## src/rtl/aes_word_packer_pkg.sv

```systemverilog
`default_nettype none
// +----------------------------------------------------------------------+
// | aes_word_packer_pkg                                                  |
// | Shared widths and status typedef for the AES word packer.            |
// | Revision: 1.0                                                        |
// +----------------------------------------------------------------------+
package aes_word_packer_pkg;

  localparam int c_IN_WIDTH  = 32;
  localparam int c_OUT_WIDTH = 128;
  localparam int c_CNT_WIDTH = 16;

  typedef struct packed {
    logic [c_CNT_WIDTH-1:0] blk_cnt;
    logic                   done;
    logic                   strb_err;
  } packer_flags_t;

endpackage
`default_nettype wire

```

## src/rtl/aes_word_packer_if.sv

```systemverilog
`default_nettype none
// +----------------------------------------------------------------------+
// | aes_word_packer_if                                                   |
// | Beat-in / block-out handshake bundle plus job control and status.    |
// | Revision: 1.0                                                        |
// +----------------------------------------------------------------------+
interface aes_word_packer_if
  import aes_word_packer_pkg::*;
#(
  parameter int IN_WIDTH  = c_IN_WIDTH,
  parameter int OUT_WIDTH = c_OUT_WIDTH,
  parameter int CNT_WIDTH = c_CNT_WIDTH
);

  logic                    clear_i;
  logic                    enable_i;
  logic [CNT_WIDTH-1:0]    len_i;
  logic [IN_WIDTH-1:0]     in_data_i;
  logic [IN_WIDTH/8-1:0]   in_strb_i;
  logic                    in_valid_i;
  logic                    in_ready_o;
  logic [OUT_WIDTH-1:0]    out_data_o;
  logic                    out_valid_o;
  logic                    out_ready_i;
  logic [CNT_WIDTH-1:0]    blk_cnt_o;
  logic                    done_o;
  logic                    strb_err_o;

  modport slave (
    input  clear_i, enable_i, len_i, in_data_i, in_strb_i, in_valid_i, out_ready_i,
    output in_ready_o, out_data_o, out_valid_o, blk_cnt_o, done_o, strb_err_o
  );

  modport master (
    output clear_i, enable_i, len_i, in_data_i, in_strb_i, in_valid_i, out_ready_i,
    input  in_ready_o, out_data_o, out_valid_o, blk_cnt_o, done_o, strb_err_o
  );

endinterface
`default_nettype wire

```

## src/rtl/aes_word_packer.sv

```systemverilog
`default_nettype none
// +----------------------------------------------------------------------+
// | aes_word_packer                                                      |
// | Packs IN_WIDTH beats (LSW first) into OUT_WIDTH AES blocks.          |
// | Revision: 1.0                                                        |
// +----------------------------------------------------------------------+
module aes_word_packer
  import aes_word_packer_pkg::*;
#(
  parameter int IN_WIDTH  = c_IN_WIDTH,
  parameter int OUT_WIDTH = c_OUT_WIDTH,
  parameter int CNT_WIDTH = c_CNT_WIDTH
) (
  input  wire logic         clk_i,
  input  wire logic         rst_i,
  aes_word_packer_if.slave  bus
);

  localparam int c_BEATS = OUT_WIDTH / IN_WIDTH;
  localparam int c_BCW   = (c_BEATS > 1) ? $clog2(c_BEATS) : 1;
  localparam logic [c_BCW-1:0] c_LAST = c_BCW'(c_BEATS - 1);

  logic [c_BCW-1:0]     r_beat_cnt;
  logic [OUT_WIDTH-1:0] r_asm;
  logic [OUT_WIDTH-1:0] r_out_data;
  logic                 r_out_valid;
  logic [CNT_WIDTH-1:0] r_blk_cnt;
  logic                 r_done;
  logic                 r_strb_err;

  logic [OUT_WIDTH-1:0] w_block;
  logic [CNT_WIDTH-1:0] w_blk_next;
  logic                 w_last;
  logic                 w_in_ready;
  logic                 w_accept;
  logic                 w_xfer;
  logic                 w_done_hit;

  // The final beat is only refused when the output slot is full and not draining.
  assign w_last     = (r_beat_cnt == c_LAST);
  assign w_in_ready = bus.enable_i & ~r_done & ~(w_last & r_out_valid & ~bus.out_ready_i);
  assign w_accept   = bus.in_valid_i & w_in_ready;
  assign w_xfer     = r_out_valid & bus.enable_i & bus.out_ready_i;
  assign w_blk_next = r_blk_cnt + CNT_WIDTH'(1);
  assign w_done_hit = (bus.len_i != '0) && (w_blk_next == bus.len_i);

  always_comb begin
    w_block = r_asm;
    w_block[int'(r_beat_cnt) * IN_WIDTH +: IN_WIDTH] = bus.in_data_i;
  end

  always_ff @(posedge clk_i) begin
    if (rst_i || bus.clear_i) begin
      r_beat_cnt  <= '0;
      r_asm       <= '0;
      r_out_data  <= '0;
      r_out_valid <= 1'b0;
      r_blk_cnt   <= '0;
      r_done      <= 1'b0;
      r_strb_err  <= 1'b0;
    end else begin
      if (w_accept) begin
        r_asm <= w_block;
        if (bus.in_strb_i != '1) begin
          r_strb_err <= 1'b1;
        end
        if (w_last) begin
          r_beat_cnt <= '0;
          r_out_data <= w_block;
        end else begin
          r_beat_cnt <= r_beat_cnt + c_BCW'(1);
        end
      end

      if (w_accept && w_last) begin
        r_out_valid <= 1'b1;
      end else if (w_xfer) begin
        r_out_valid <= 1'b0;
      end

      if (w_xfer) begin
        r_blk_cnt <= w_blk_next;
        if (w_done_hit) begin
          r_done <= 1'b1;
        end
      end
    end
  end

  assign bus.in_ready_o  = w_in_ready;
  assign bus.out_valid_o = r_out_valid & bus.enable_i;
  assign bus.out_data_o  = r_out_data;
  assign bus.blk_cnt_o   = r_blk_cnt;
  assign bus.done_o      = r_done;
  assign bus.strb_err_o  = r_strb_err;

endmodule
`default_nettype wire

```

## src/flat_wrapper.sv

```systemverilog
// flat-port wrapper written by rule: the top's interface ports become plain ports
module aes_word_packer_flat import aes_word_packer_pkg::*;
#(
  parameter int IN_WIDTH  = c_IN_WIDTH,
  parameter int OUT_WIDTH = c_OUT_WIDTH,
  parameter int CNT_WIDTH = c_CNT_WIDTH
)
  (clk_i, rst_i, bus_clear_i, bus_enable_i, bus_len_i, bus_in_data_i, bus_in_strb_i, bus_in_valid_i, bus_out_ready_i, bus_in_ready_o, bus_out_data_o, bus_out_valid_o, bus_blk_cnt_o, bus_done_o, bus_strb_err_o);
  aes_word_packer_if #(.IN_WIDTH(IN_WIDTH), .OUT_WIDTH(OUT_WIDTH), .CNT_WIDTH(CNT_WIDTH)) bus_i ();
  input  wire logic clk_i;
  input  wire logic rst_i;
  input wire logic [$bits(bus_i.clear_i)-1:0] bus_clear_i;
  input wire logic [$bits(bus_i.enable_i)-1:0] bus_enable_i;
  input wire logic [$bits(bus_i.len_i)-1:0] bus_len_i;
  input wire logic [$bits(bus_i.in_data_i)-1:0] bus_in_data_i;
  input wire logic [$bits(bus_i.in_strb_i)-1:0] bus_in_strb_i;
  input wire logic [$bits(bus_i.in_valid_i)-1:0] bus_in_valid_i;
  input wire logic [$bits(bus_i.out_ready_i)-1:0] bus_out_ready_i;
  output wire logic [$bits(bus_i.in_ready_o)-1:0] bus_in_ready_o;
  output wire logic [$bits(bus_i.out_data_o)-1:0] bus_out_data_o;
  output wire logic [$bits(bus_i.out_valid_o)-1:0] bus_out_valid_o;
  output wire logic [$bits(bus_i.blk_cnt_o)-1:0] bus_blk_cnt_o;
  output wire logic [$bits(bus_i.done_o)-1:0] bus_done_o;
  output wire logic [$bits(bus_i.strb_err_o)-1:0] bus_strb_err_o;
  assign bus_i.clear_i = bus_clear_i;
  assign bus_i.enable_i = bus_enable_i;
  assign bus_i.len_i = bus_len_i;
  assign bus_i.in_data_i = bus_in_data_i;
  assign bus_i.in_strb_i = bus_in_strb_i;
  assign bus_i.in_valid_i = bus_in_valid_i;
  assign bus_i.out_ready_i = bus_out_ready_i;
  assign bus_in_ready_o = bus_i.in_ready_o;
  assign bus_out_data_o = bus_i.out_data_o;
  assign bus_out_valid_o = bus_i.out_valid_o;
  assign bus_blk_cnt_o = bus_i.blk_cnt_o;
  assign bus_done_o = bus_i.done_o;
  assign bus_strb_err_o = bus_i.strb_err_o;
  aes_word_packer #(.IN_WIDTH(IN_WIDTH), .OUT_WIDTH(OUT_WIDTH), .CNT_WIDTH(CNT_WIDTH)) u_core (.clk_i(clk_i), .rst_i(rst_i), .bus(bus_i));
endmodule
```

## config.mk

```make
export PLATFORM = sky130hd
export DESIGN_NAME = aes_word_packer_flat
export DESIGN_NICKNAME = d
export VERILOG_FILES = /design/src/rtl/aes_word_packer_pkg.sv /design/src/rtl/aes_word_packer_if.sv /design/src/rtl/aes_word_packer.sv /design/src/flat_wrapper.sv
export SDC_FILE = /design/constraint.sdc
export NUM_CORES = 1
export LEC_CHECK = 0
export ABC_AREA = 1
export BUFFER_PORTS_ARGS = -buffer_cell sky130_fd_sc_hd__buf_2
export CORE_AREA = 2 2 158 160
export DETAILED_ROUTE_END_ITERATION = 12
export DIE_AREA = 0 0 160 162
export PLACE_DENSITY = 0.71
export SYNTH_ARGS = -nofsm -noshare
export SYNTH_HDL_FRONTEND = slang
export SYNTH_SLANG_ARGS = --single-unit
```

## constraint.sdc

```tcl
create_clock -name clk_i -period 2.1 [get_ports clk_i]
set_input_delay 0.315 -clock clk_i [delete_from_list [all_inputs] [get_ports clk_i]]
set_output_delay 0.315 -clock clk_i [all_outputs]
set_load 0.01 [all_outputs]
```

# Yosys cells after proc, flatten, opt, wreduce, memory -nomap -nowiden
# Cells that the tools add are included.
op_classes:
  n_addsub: 3
  n_eq_ne: 3
  shifts: 2
  n_mux: 4
  bitwise: 10
  n_reduce_logical: 8
op_table:
  columns: ["operator", "n"]
  rows:
  - ["$bwmux 128", 1]
  - ["$shift 32x33->128 const A", 1]
  - ["$shiftx 32x33->128", 1]
  - ["$neg 7->33", 1]
  - ["$add 16x1->16 const B", 1]
  - ["$eq 16x16->1", 1]
  - ["$reduce_bool 16->1", 1]
  - ["$and 1x1->1", 7]
  - ["$reduce_and 2->1", 3]
  - ["$ne 4x4->1 const B", 1]
  - ["$not 1->1", 3]
  - ["$add 2x1->2 const B", 1]
  - ["$eq 2x2->1 const B", 1]
  - ["$logic_and 1x1->1", 2]
  - ["$mux 1", 2]
  - ["$mux 2", 1]
  - ["$reduce_bool 2->1", 1]
  - ["$logic_or 1x1->1", 1]
totals:
  register_bits: 277
  input_bits: 58
  out_inout_bits: 148
  elab_cells: 37

# Logic depth before layout (Yosys ltp)
logic_depth:
  ltp_word: 8
  mapped_depth: 13
  ltp_nobuf: 13

# Worst setup path after synthesis
# Ideal clock, no wire load.
synth_timing:
  path_kind: "reg2reg"
  from: "reg u_core.r_beat_cnt[0]"
  to: "reg u_core.r_asm[109]"
  setup_time_ns: 0.070
  arrival_ns: 1.838
  required_time_ns: 2.030
  setup_slack_ns: 0.193
  path_stages_with_launch: 10
  path_cell_list: "dfxtp_1 > buf_2 > inv_2 > ha_1 > nor2_4 > nand2_1 > clkbuf_1 > o22ai_1 > o21ai_0 > a21oi_1"
synth_via:
  elab_chain_len: 6
  word_cells_on_any_way: 10
  cone_classes: "add/sub (1); eq/ne (1); shift (2); mux (1); bitwise (5)"
synth_lines:
  columns: ["item", "line", "source"]
  rows:
  - ["start: declaration", "aes_word_packer.sv:23", "logic [c_BCW-1:0] r_beat_cnt;"]
  - ["start signal: assignment", "aes_word_packer.sv:71", "r_beat_cnt <= r_beat_cnt + c_BCW'(1);"]
  - ["parallel branches: the longest is 6 deep, another holds $neg 7->33", null, null]
  - ["end signal: assignment", "aes_word_packer.sv:63", "r_asm <= w_block;"]
  - ["end: declaration", "aes_word_packer.sv:24", "logic [OUT_WIDTH-1:0] r_asm;"]
# Parallel ways; which one is timed is not known.
# A chain may end at the register's enable or synchronous reset.

# Final worst setup path
layout_timing:
  from: "reg u_core.r_beat_cnt[0]"
  to: "reg u_core.r_out_data[23] (netlist: u_core.bus.out_data_o[23])"
layout_via:
  elab_chain_len: 7
  word_cells_on_any_way: 11
  cone_classes: "add/sub (1); eq/ne (1); shift (2); mux (1); bitwise (5); reduce/logical (1)"
layout_lines:
  columns: ["item", "line", "source"]
  rows:
  - ["parallel branches: the longest is 7 deep, another holds $neg 7->33", null, null]
  - ["end signal: assignment", "aes_word_packer.sv:69", "r_out_data <= w_block;"]
  - ["end: declaration", "aes_word_packer.sv:25", "logic [OUT_WIDTH-1:0] r_out_data;"]
# Parallel ways; which one is timed is not known.

==> parameters.txt <==
Parameter                              Value

Outcome
  Outcome ... finished, final reports clean

Synthesis
  Number of enable-type register cells in the synthesized netlist ... 0
  Synth top area cells ... dfxtp_1 (47%), nand2_1 (8.7%), a21oi_1 (8.4%), o21ai_0 (7.0%), inv_1 (5.7%)
  Syn avg cell area ... 7.35 sq um
  Most frequent cell after synthesis ... dfxtp_1
  Synthesis warning total ... 0
  Share of Yosys cell area claimed by the top area cell type ... 0.467
  Top cells by count, synth ... dfxtp_1 (277), nand2_1 (274), a21oi_1 (200)
  Count of cell types in the netlist ... 33
  Share of the yosys chip area belonging to registers ... 0.467
  Synthesized netlist net count ... 1,683
  Mux cell area share after synthesis ... 0
  Post-synthesis sequential element count ... 277
  Post-synthesis xor/xnor area fraction ... 0.000737
  Post-synthesis cell count ... 1,618
  Top flip-flop cell by instance count after synthesis ... dfxtp_1
  Most area-hungry cell type in the Yosys netlist ... dfxtp_1
  Post-synthesis compound-gate area fraction ... 0.257
  Adder-cell share of the synthesized area ... 0.00737
  Combinational family with the most area after synthesis ... compound AO/OA/AOI/OAI gates
  Syn Std Cell Area ... 11,900 sq um
  Fraction of registers with async set or reset after synthesis ... 0
  Share of synthesized cell area in and, or, nand and nor gates ... 0.169

Die
  Std-Cell Core Area ... 24,100 sq um
  Die height ... 162 microns
  Die footprint ... 25,900 sq um
  Number of rows in the core area ... 57
  Width of the die ... 160 microns
  Top-level I/O count ... 206
  Starting density of the core ... 0.493

Detailed routing
  Post-Route WL ... 34,100 microns
  Detailed-router iteration count before antenna repair ... 5
  Antenna viol nets, final ... 0
  Per-cell via count in the routed design ... 5.40
  Drt initial violations ... 973
  Post-route DRC violation count ... 0
  Routed wire length per instance ... 16.1 microns
  Vias after detailed routing ... 11,400

Timing
  Final critical-path share of the clock period ... 0.955
  Max-slew violation count ... 0
  Number of hold violations in the final report ... 0
  Final setup violation count ... 0
  Worst Max-Slew Pin Slew ... 0.571 ns
  Minimum period implied by the final worst setup slack ... 2.00 ns
  Relative slew margins ... 0.619
  Setup repair after global routing missed its margin ... false
  Maximum clock skew at final layout ... 0.00752 ns
  Min Hold Slack ... 0.102 ns
  Highest achievable clock rate ... 499 MHz
  Final-layout setup total negative slack ... 0 ns

Setup path
  Critical-path cell list ... ha_1 > a31oi_4 > nand2_8 > nor2_8 > buf_16 > nand2_1 > a21oi_1
  Worst Path Buf+Inv ... 1
  Critical Setup Path Class ... reg2reg
  Top fanout value on the critical path ... 124
  Critical path's slowest cell ... buf_16
  Slowest Stage Delay on Critical Path ... 0.36 ns
  Critical path required time ... 2.56 ns
  Gate family responsible for the most delay along the worst path ... compound AO/OA/AOI/OAI gates
  Critical path endpoint category ... flop
  Startpoint types ... flop
  Arrival @ worst endpoint ... 2.47 ns

Min path
  Type of the most critical hold path ... in2reg

Pwr
  Static Leakage ... 5.89 nW
  Power Density ... 780 nW/um^2
  Total power of the final layout ... 11.0 mW
  Sequential fraction of design power ... 0.486
  Cell internal pwr ... 8.46 mW
  Clock Power Share ... 0.446
  Net switching share of the total power ... 0.232
  Comb pwr share ... 0.067
  Net switching power ... 2.56 mW
  Peak supply drop ... 0.443 mV

Clock network
  Number of sinks driven by the clock tree ... 277
  Hold buffer count at CTS ... 0
  Buffer levels on the longest clock path ... 3
  H-tree level count ... 1
  Clock latency on the worst-skew pair ... 0.54 ns
  TritonCTS clock tree ... yes
  Cell chosen for the clock root ... clkbuf_16
  Inserted Clock Buffers ... 29
  Clock transition at path regs ... 0.06 ns

Cells and area
  Final-layout fill cell count ... 2,310
  Register Area ... 5550 sq um
  Layout Utilization ... 0.586
  Fraction of layout cells with a size suffix above 1 ... 0.171
  Non-filler cells, final ... 2,113
  Area used by multi-input combinational logic ... 5190 sq um
  Layout Nets ... 1,836
  Layout overhead on the synthesized area ... 18.8%

Placed design
  Number of placed instances, taps included ... 2,062
  Port buffer count ... 205
  Final weighted congestion in routability-driven placement ... 0.854
  Sum of net half-perimeters after detailed placement ... 22,700 microns

Global routing
  Maximum number of pins on one net before global-route repair ... 143
  Global-route wire length before repair ... 54,200 microns
  Number of antenna violations at the first check in global routing ... 1
  Overflow left after global routing ... 0
  Number of global-route vias before repair ... 10,400
  Global-route usage over all layers ... 0.253

Job
  Max_cap viols ... 0
[cell usage in the layout (no fill, tap or decap), types with 9 or more instances in the layout]
cell type,synthesis,final
nor2_1,158,157
buf_2,38,206
clkbuf_16,0,29
o22ai_1,79,79
nand2_1,274,273
clkbuf_1,73,9
o21a_1,31,31
nand3_1,32,32
a21oi_1,200,200
dfxtp_1,277,277
inv_1,180,177
o21ai_0,167,167
a211oi_1,33,33
buf_4,2,21
[flip-flops by register name, indices dropped and copies added (netlist names)]
register               cells
u_core.r_beat_cnt          2
u_core.bus.blk_cnt_o      16
u_core.bus.out_data_o    128
u_core.r_asm             128
u_core.r_out_valid         1
u_core.bus.done_o          1
u_core.bus.strb_err_o      1
[what timing repair did]
item / CTS / global route
buffers inserted: 0 / 2
gates resized for setup: 0 / 11
setup endpoints to repair: 0 / 80
[path summary, 6_finish.rpt]
check	cells past startpoint	endpoint	from	slack (ns)
max	7	u_core.bus.out_data_o[23]	u_core.r_beat_cnt[0]	0.1
min	4	u_core.bus.strb_err_o	bus_in_strb_i[0]	0.10
max reg2reg	7	u_core.bus.out_data_o[23]	u_core.r_beat_cnt[0]	0.1
min reg2reg	2	u_core.r_asm[101]	u_core.r_asm[101]	0.44
[worst reg2reg max path, stage by stage, from the launching register on]
cell and delay [ns]:
dfxtp_1 0.35, ha_1 0.28, a31oi_4 0.24, nand2_8 0.11, nor2_8 0.15, buf_16 0.36, nand2_1 0.25, a21oi_1 0.19
[layer usage]
layer	global-route usage	share of wire	vias up
li1	-	-	5665
met1	0.350	0.45	5220
met2	0.400	0.45	429
met3	0.0398	0.068	86
met4	0.0946	0.036	0
met5	0	0	-
[kinds of logic after synthesis]
| kind of cell | Yosys count |
|---|---|
| XOR/XNOR | 1 |
| buffers and inverters | 299 |
| AO/OA/AOI/OAI | 541 |
| adder cells (fa/ha/maj) | 7 |
| AND/OR/NAND/NOR | 493 |
| flip-flops | 277 |
[per-stage QoR]
stage	setup slack (ns)	instance area, sq um
CTS	0.0578	14100
floorplan	0.193	11900
global placement	0.167	13200
global route	0.0107	14100
finish	0.0953	14100
detailed placement	0.0924	13200
[power by group through the flow]
stage	Combinational [mW]	Sequential, mW	Clock [mW]
final	0.742	5.36	4.92
after global routing	0.821	5.36	5.20
after detailed placement	0.726	5.47	0
after CTS	0.730	5.36	5.00
after global placement	0.714	5.47	0
after floorplan	0.483	5.47	0
[area by class of cell]
| class | count | share of cell area |
|---|---|---|
| clock buffers | 45 | 0.0606 |
| diodes | 1 | 0.000177 |
| repair buffers | 236 | 0.0974 |
| clock inverters | 3 | 0.00301 |
| well taps | 324 | 0.0287 |
| multi-input cells | 1042 | 0.368 |
| inverters | 185 | 0.0498 |
| flip-flops and latches | 277 | 0.393 |
Power figures use the tool's default switching activity.
